===== src/rtl/if_stage.sv =====
// Instruction fetch stage: issues word fetches, tracks up to two in-flight or buffered
// instructions, and presents them to decode with stall, redirect and kill handling.
module if_stage #(
  parameter logic [31:0] BOOT_ADDR = 32'h0000_0000
) (
  input  logic        clk_i,
  input  logic        rst_ni,
  output logic        imem_req_o,
  output logic [31:0] imem_addr_o,
  input  logic        imem_gnt_i,
  input  logic        imem_rvalid_i,
  input  logic [31:0] imem_rdata_i,
  input  logic        redirect_i,
  input  logic [31:0] redirect_pc_i,
  input  logic        stall_i,
  output logic        valid_o,
  output logic [31:0] instr_o,
  output logic [31:0] pc_o,
  output logic [31:0] npc_o
);

  localparam int unsigned XLEN = 32;
  localparam int unsigned CNT_W = 2;
  localparam logic [XLEN-1:0] NOP = 32'h0000_0013;
  localparam logic [XLEN-1:0] ALIGN_MASK = 32'hFFFF_FFFC;

  typedef struct packed {
    logic [XLEN-1:0] instr;
    logic [XLEN-1:0] pc;
  } entry_t;

  logic [XLEN-1:0]       fetch_pc_q, fetch_pc_d;
  logic [CNT_W-1:0]      outst_q, outst_d;
  logic [CNT_W-1:0]      kill_q, kill_d;
  logic [CNT_W-1:0]      buf_cnt_q, buf_cnt_d;
  logic [1:0][XLEN-1:0]  aq_q, aq_d;
  entry_t [1:0]          buf_q, buf_d;
  logic                  valid_q, valid_d;
  logic [XLEN-1:0]       instr_q, instr_d;
  logic [XLEN-1:0]       pc_q, pc_d;
  logic [XLEN-1:0]       npc_q, npc_d;

  logic [CNT_W:0]        slots_used;
  logic                  req_c, grant, resp_live, resp_drop, resp_good, load;
  logic                  aq_idx;
  entry_t                resp_entry;

  // Request and response qualification from registered occupancy only
  always_comb begin
    slots_used = {1'b0, outst_q} + {1'b0, buf_cnt_q};
    req_c      = rst_ni && (slots_used < 3'd2);
    grant      = req_c && imem_gnt_i;
    resp_live  = imem_rvalid_i && (outst_q != 2'd0);
    resp_drop  = resp_live && (kill_q != 2'd0);
    resp_good  = resp_live && (kill_q == 2'd0) && !redirect_i;
    load       = !valid_q || !stall_i;
    resp_entry.instr = imem_rdata_i;
    resp_entry.pc    = aq_q[0];
  end

  // Fetch PC, outstanding tracking, granted-address queue and kill counter
  always_comb begin
    fetch_pc_d = fetch_pc_q;
    outst_d    = outst_q + {1'b0, grant} - {1'b0, resp_live};
    kill_d     = kill_q;
    aq_d       = aq_q;
    aq_idx     = outst_q[0];
    if (resp_live) begin
      aq_d[0] = aq_q[1];
      aq_idx  = 1'b0;
    end
    if (grant) begin
      aq_d[aq_idx] = fetch_pc_q;
      fetch_pc_d   = fetch_pc_q + 32'd4;
    end
    if (redirect_i) begin
      fetch_pc_d = redirect_pc_i & ALIGN_MASK;
      kill_d     = outst_d;
    end else if (resp_drop) begin
      kill_d = kill_q - 2'd1;
    end
  end

  // Buffer and output register: buffer head first, then same-cycle bypass
  always_comb begin
    buf_d     = buf_q;
    buf_cnt_d = buf_cnt_q;
    valid_d   = valid_q;
    instr_d   = instr_q;
    pc_d      = pc_q;
    npc_d     = npc_q;
    if (redirect_i) begin
      buf_cnt_d = 2'd0;
      valid_d   = 1'b0;
      instr_d   = NOP;
    end else if (load) begin
      if (buf_cnt_q != 2'd0) begin
        valid_d  = 1'b1;
        instr_d  = buf_q[0].instr;
        pc_d     = buf_q[0].pc;
        npc_d    = buf_q[0].pc + 32'd4;
        buf_d[0] = buf_q[1];
        if (resp_good) begin
          buf_d[1'(buf_cnt_q - 2'd1)] = resp_entry;
        end else begin
          buf_cnt_d = buf_cnt_q - 2'd1;
        end
      end else if (resp_good) begin
        valid_d = 1'b1;
        instr_d = resp_entry.instr;
        pc_d    = resp_entry.pc;
        npc_d   = resp_entry.pc + 32'd4;
      end else begin
        valid_d = 1'b0;
        instr_d = NOP;
      end
    end else if (resp_good) begin
      buf_d[buf_cnt_q[0]] = resp_entry;
      buf_cnt_d           = buf_cnt_q + 2'd1;
    end
  end

  always_ff @(posedge clk_i or negedge rst_ni) begin
    if (!rst_ni) begin
      fetch_pc_q <= BOOT_ADDR & ALIGN_MASK;
      outst_q    <= '0;
      kill_q     <= '0;
      buf_cnt_q  <= '0;
      aq_q       <= '0;
      buf_q      <= '0;
      valid_q    <= 1'b0;
      instr_q    <= NOP;
      pc_q       <= '0;
      npc_q      <= '0;
    end else begin
      fetch_pc_q <= fetch_pc_d;
      outst_q    <= outst_d;
      kill_q     <= kill_d;
      buf_cnt_q  <= buf_cnt_d;
      aq_q       <= aq_d;
      buf_q      <= buf_d;
      valid_q    <= valid_d;
      instr_q    <= instr_d;
      pc_q       <= pc_d;
      npc_q      <= npc_d;
    end
  end

  assign imem_req_o  = req_c;
  assign imem_addr_o = fetch_pc_q;
  assign valid_o     = valid_q;
  assign instr_o     = instr_q;
  assign pc_o        = pc_q;
  assign npc_o       = npc_q;

endmodule


===== config.mk =====
export PLATFORM = sky130hd
export DESIGN_NAME = if_stage
export DESIGN_NICKNAME = d
export VERILOG_FILES = /design/src/rtl/if_stage.sv
export SDC_FILE = /design/constraint.sdc
export NUM_CORES = 1
export LEC_CHECK = 0
export CAP_MARGIN = 0
export CORE_MARGIN = 8
export CORE_UTILIZATION = 30
export CTS_BUF_LIST = sky130_fd_sc_hd__clkbuf_16
export DETAILED_ROUTE_END_ITERATION = 7
export GPL_TIMING_DRIVEN = 1
export SYNTH_ARGS = -nofsm -noshare
export SYNTH_HDL_FRONTEND = slang
export SYNTH_SLANG_ARGS = --single-unit

===== constraint.sdc =====
create_clock -name clk_i -period 3.5 [get_ports clk_i]
set_input_delay 0.7 -clock clk_i [delete_from_list [all_inputs] [get_ports clk_i]]
set_output_delay 0.7 -clock clk_i [all_outputs]
set_load 0.02 [all_outputs]

Word level (Yosys, flattened, before mapping) --
Cells that the tools add are included.
Operators by class: $add $sub $neg 9, reductions and logical operators 27, equal/unequal tests 4, $lt $le $gt $ge 7, bitwise logic cells 1, mux-type cells 37
Operators by type and width (count):
- 128-bit 2-to-1 mux | 4
- 32-bit 2-to-1 mux | 13
- 128-bit bitwise mux | 2
- 64-bit demux with 1-bit select | 2
- 64-bit 2-to-1 mux | 2
- 32-bit by 3-bit adder with 32-bit output, second input constant | 3
- 64-bit bitwise mux | 1
- 32-bit demux with 1-bit select | 1
- 2-bit nonzero test | 8
- 2-bit 2-to-1 mux | 7
- 1-bit logical AND | 9
- 3-bit AND reduction | 3
- 1-bit by 2-bit < comparator with 1-bit output, second input constant | 3
- 1-bit 2-to-1 mux | 5
- 4-bit AND reduction | 1
- 2-bit by 1-bit subtractor with 2-bit output, second input constant | 2
- 2-bit by 2-bit adder with 3-bit output | 1
- 1-bit >= comparator, second input constant | 3
- 1-bit zero test | 3
- 3-bit by 2-bit < comparator with 1-bit output, second input constant | 1
- 3-bit by 2-bit != test with 1-bit output, second input constant | 1
- 3-bit != test, second input constant | 1
- 3-bit nonzero test | 1
- 2-bit by 1-bit adder with 2-bit output | 1
- 7 further kinds | 7
Word-level totals: output and inout bits 130, register bits after elaboration 327

Logic depth before layout (Yosys ltp) --
depth in word-level cells 9, depth in mapped cells 16, depth with buffers taken out 11

Worst setup path after synthesis --
No wires, ideal clock.
kind reg2reg, start register buf_cnt_q[0], end register npc_q[26], in the netlist npc_o[26], arrival 3.357 ns, path slack 0.074 ns, period minus slack after synthesis 3.426 ns, stages on the path, launching flop included 17, data required time 3.430 ns, buffers on the path 7, cell sequence dfrtp_1 -> buf_2 -> inv_1 -> ha_1 -> buf_6 -> buf_8 -> buf_8 -> buf_4 -> buf_2 -> buf_4 -> mux2_2 -> ha_1 -> nand4_1 -> a21oi_4 -> nand3_1 -> or4_1 -> nand3_1
On the way: cells in the longest elaborated chain, start to end 3
RTL lines:
- start, declared | line 35 | logic [CNT_W-1:0] buf_cnt_q, buf_cnt_d;
- start signal, assigned | line 139 | buf_cnt_q <= buf_cnt_d;
- 2-bit nonzero test (*) | line 97 | if (buf_cnt_q != 2'd0) begin
- 2-bit nonzero test (no source line)
- 3-bit AND reduction (no source line)
- end signal, assigned | line 145 | npc_q <= npc_d;
- end, declared | line 41 | logic [XLEN-1:0] npc_q, npc_d;
Mark *: on every way between the ends. The rest lies on a longest branch, timed or not. A chain may end at the register's enable or synchronous reset.

Worst setup path after layout --
start register outst_q[0], end output port imem_req_o
On the way: cells in the longest elaborated chain, start to end 3
RTL lines:
- start, declared | line 33 | logic [CNT_W-1:0] outst_q, outst_d;
- start signal, assigned | line 137 | outst_q <= outst_d;
- 2-bit by 2-bit adder with 3-bit output | line 50 | slots_used = {1'b0, outst_q} + {1'b0, buf_cnt_q};
- 3-bit by 2-bit < comparator with 1-bit output | line 51 | req_c = rst_ni && (slots_used < 3'd2);
- 1-bit logical AND | line 51
- end, declared | line 8 | output logic imem_req_o,
No other way between the ends.

==> results.sh <==
export IMPL_slew_headroom=0.302
export IMPL_ctsHoldBuffers=0
export IMPL_setup_tns_ns=0
export IMPL_grt_max_degree=183
export IMPL_avgSynthCellArea_sq_um=10.7
export IMPL_rsz0062_at_grt="no"
export IMPL_finalSetupViolations=0
export IMPL_grt_util_all_layers=0.147
export IMPL_area_delta_synth_final_pct=25.5
export IMPL_dr_pass1_iters=6
export IMPL_clkSlewWorstSetupHoldPaths_ns=0.06
export IMPL_drt_total_wl_microns=44700
export IMPL_worstPathArrival_ns=2.65
export IMPL_ys_warn_count=0
export IMPL_slew_violations=0
export IMPL_synth_most_common_cell="dfrtp_1"
export IMPL_whs_ns=0.351
export IMPL_power_mw=16.6
export IMPL_wl_per_cell_microns=19.3
export IMPL_reg2reg_depth=8
export IMPL_synthCells=1456
export IMPL_rows=83
export IMPL_die_h_microns=244
export IMPL_path_max_fanout=6
export IMPL_routed_via_density=5.17
export IMPL_design_area_sq_um=19500
export IMPL_swShare=0.376
export IMPL_vias=12000
export IMPL_fillers=5079
export IMPL_p_leak_nw=8.37
export IMPL_skew_ns=0.0145
export IMPL_combPwrFrac=0.369
export IMPL_clock_sinks=321
export IMPL_utilization=0.380
export IMPL_grt_pass1_wl_microns=70900
export IMPL_ys_ff_latch=321
export IMPL_end_kind="output port"
export IMPL_power_density_nw_per_um2=854
export IMPL_path_buf_inv=1
export IMPL_hpwl_microns=30000
export IMPL_crit_start="outst_q[0]$_DFF_PN0_"
export IMPL_clock_path_buffers=3
export IMPL_gp_congestion=0.803
export IMPL_clockRootBuffer="clkbuf_16"
export IMPL_antenna_found_initial=1
export IMPL_crit_required_ns=2.80
export IMPL_fin_ws_ns=0.148
export IMPL_crit_cells=4
export IMPL_switchingPower_mw=6.26
export IMPL_drt_iter0_drc=1073
export IMPL_nNetsFinal=1685
export IMPL_path_class="flip-flop to output port"
export IMPL_cts_buffers=40
export IMPL_cts_resized=1
export IMPL_grt_pass1_vias=11900
export IMPL_synth_common_cells="318 x dfrtp_1, 159 x nand2_1, 143 x o21ai_0"
export IMPL_hold_viol_final=0
export IMPL_post_cts_buffers=0
export IMPL_status="complete, no violations"
export IMPL_synth_top_area_frac=0.512
export IMPL_cts_tree="built"
export IMPL_reg2reg_slack_ns=0.21
export IMPL_synth_seq_area_share=0.517
export IMPL_coreArea_sq_um=51300
export IMPL_cp_start_kind="flip-flop"
export IMPL_maxCapViolations=0
export IMPL_insertion_delay_ns=0.56
export IMPL_crit_chain="and2_1, fa_1, nor3b_2, clkdlybuf4s50_1"
export IMPL_drive_gt1_frac=0.101
export IMPL_ys_flop_type="dfrtp_1"
export IMPL_synth_edf_count=0
export IMPL_place_ws_ns=0.230
export IMPL_p_seq_frac=0.389
export IMPL_cpPeakStageDelay_ns=0.66
export IMPL_cellInternalPower_mw=10.4
export IMPL_io_buffers=195
export IMPL_tightest_slew_ns=1.05
export IMPL_p_clk_frac=0.242
export IMPL_crit_path_end="imem_req_o"
export IMPL_initial_core_util=0.303
export IMPL_overflow=0
export IMPL_fin_cells=2318
export IMPL_crit_family="buffers and inverters"
export IMPL_period_needed_ns=3.35
export IMPL_finalCritPeriodShare=0.958
export IMPL_critPathSlowestCell="clkdlybuf4s50_1"
export IMPL_io_pin_count=200
export IMPL_synth_cell_types=70
export IMPL_hp_class="primary input to async pin"
export IMPL_ir_drop_uv=331
export IMPL_die_area_sq_um=59400
export IMPL_synth_largest_area_cell="dfrtp_1"
export IMPL_dp_cells=2246
export IMPL_postRouteAntennaNets=0
export IMPL_post_dp_cell_area_sq_um=18200
export IMPL_die_x_microns=244
export IMPL_fmaxAchievable_mhz=298
export IMPL_synth_area_leaders="dfrtp_1 51%, mux2i_1 6.1%, o21ai_0 4.6%, nand2_1 3.8%, a22oi_1 3.1%"
export IMPL_drc_errors=0
export IMPL_reg2reg_from="buf_cnt_q[0]$_DFFE_PN0P_"
export IMPL_h_tree_depth=2
export IMPL_synthesis_area_sq_um=15500
export IMPL_ys_async_sr_fraction=1.00
export IMPL_r2r_end="npc_o[25]$_DFFE_PN0P_"
==> state kept, by name, indices dropped and copies added, names as in the netlist <==
signal,count
aq_q,62
buf_cnt_q,2
buf_q,128
imem_addr_o,30
instr_o,32
kill_q,2
npc_o,30
outst_q,2
pc_o,32
valid_o,1
==> power groups by stage <==
stage                     Sequential [mW]  Clock, mW  Combinational [mW]
after floorplan                      6.58          0                3.68
after global placement               6.47          0                6.07
after detailed placement             6.53          0                6.20
after CTS                            6.48       4.16                6.23
after global routing                 6.67       4.29                6.80
final                                6.48       4.02                6.15
==> layout make-up <==
| class | instances | area [sq um] | share of cell area |
|---|---|---|---|
| Multi-Input combinational cell | 971 | 6850 | 0.351 |
| Sequential cell | 321 | 8040 | 0.412 |
| Clock inverter | 29 | 223 | 0.0114 |
| Timing Repair Buffer | 229 | 2320 | 0.119 |
| Inverter | 45 | 169 | 0.00866 |
| Tap cell | 680 | 851 | 0.0436 |
| Antenna cell | 1 | 2.50 | 0.000128 |
| Clock buffer | 42 | 1050 | 0.0539 |
==> cells by family (layout without fill, tap and decap cells) <==
group | Yosys count | in the layout | share of synthesized area
AO/OA/AOI/OAI | 431 | 431 | 0.193
XOR/XNOR | 50 | 50 | 0.0282
adder cells (fa/ha/maj) | 7 | 7 | 0.00612
buffers and inverters | 165 | 345 | 0.0473
flip-flops | 321 | 321 | 0.517
multiplexers | 158 | 158 | 0.107
other | 1 | 3 | 0.000241
AND/OR/NAND/NOR | 323 | 323 | 0.101
==> worst reg2reg max path: stages, from the launching register on <==
cell     delay (ns)
dfrtp_1        0.42
inv_1          0.23
ha_2           0.43
buf_4          0.35
nand4_1        0.18
a22oi_2        0.62
nand4_2        0.24
or3_1          0.37
a221o_1        0.32
==> per-layer routing <==
layer	GRT usage	vias up	share of wire
met5	0	-	0
met4	0.0386	0	0.019
met3	0.0274	62	0.049
met2	0.223	299	0.45
met1	0.215	5964	0.48
li1	-	5650	-
==> cell usage in the layout, fill, tap and decap left out, drive strengths merged, types with 26 or more instances in the layout <==
cell type	count
dfrtp	318
clkdlybuf4s50	193
nand2	159
o21ai	152
mux2i	95
a22oi	68
mux2	63
nor2	61
inv	52
clkbuf	42
a21oi	41
buf	36
a2bb2oi	35
o21a	35
o221ai	33
a222oi	29
xor2	28
nand4	28
nand3	26
==> worst min path at each step <==
stage / from / to / depth (start not counted)
after floorplan: rst_ni / aq_q[0]$_DFF_PN0_ / 0
after global placement: aq_q[40]$_DFFE_PN0P_ / aq_q[40]$_DFFE_PN0P_ / 2
after detailed placement: pc_o[21]$_DFFE_PN0P_ / pc_o[21]$_DFFE_PN0P_ / 1
after CTS: rst_ni / buf_q[100]$_DFFE_PN0P_ / 2
after global routing: rst_ni / imem_addr_o[29]$_DFFE_PN0P_ / 2
final: rst_ni / imem_addr_o[29]$_DFFE_PN0P_ / 2
No activity file was read; power rests on OpenSTA's default activity.
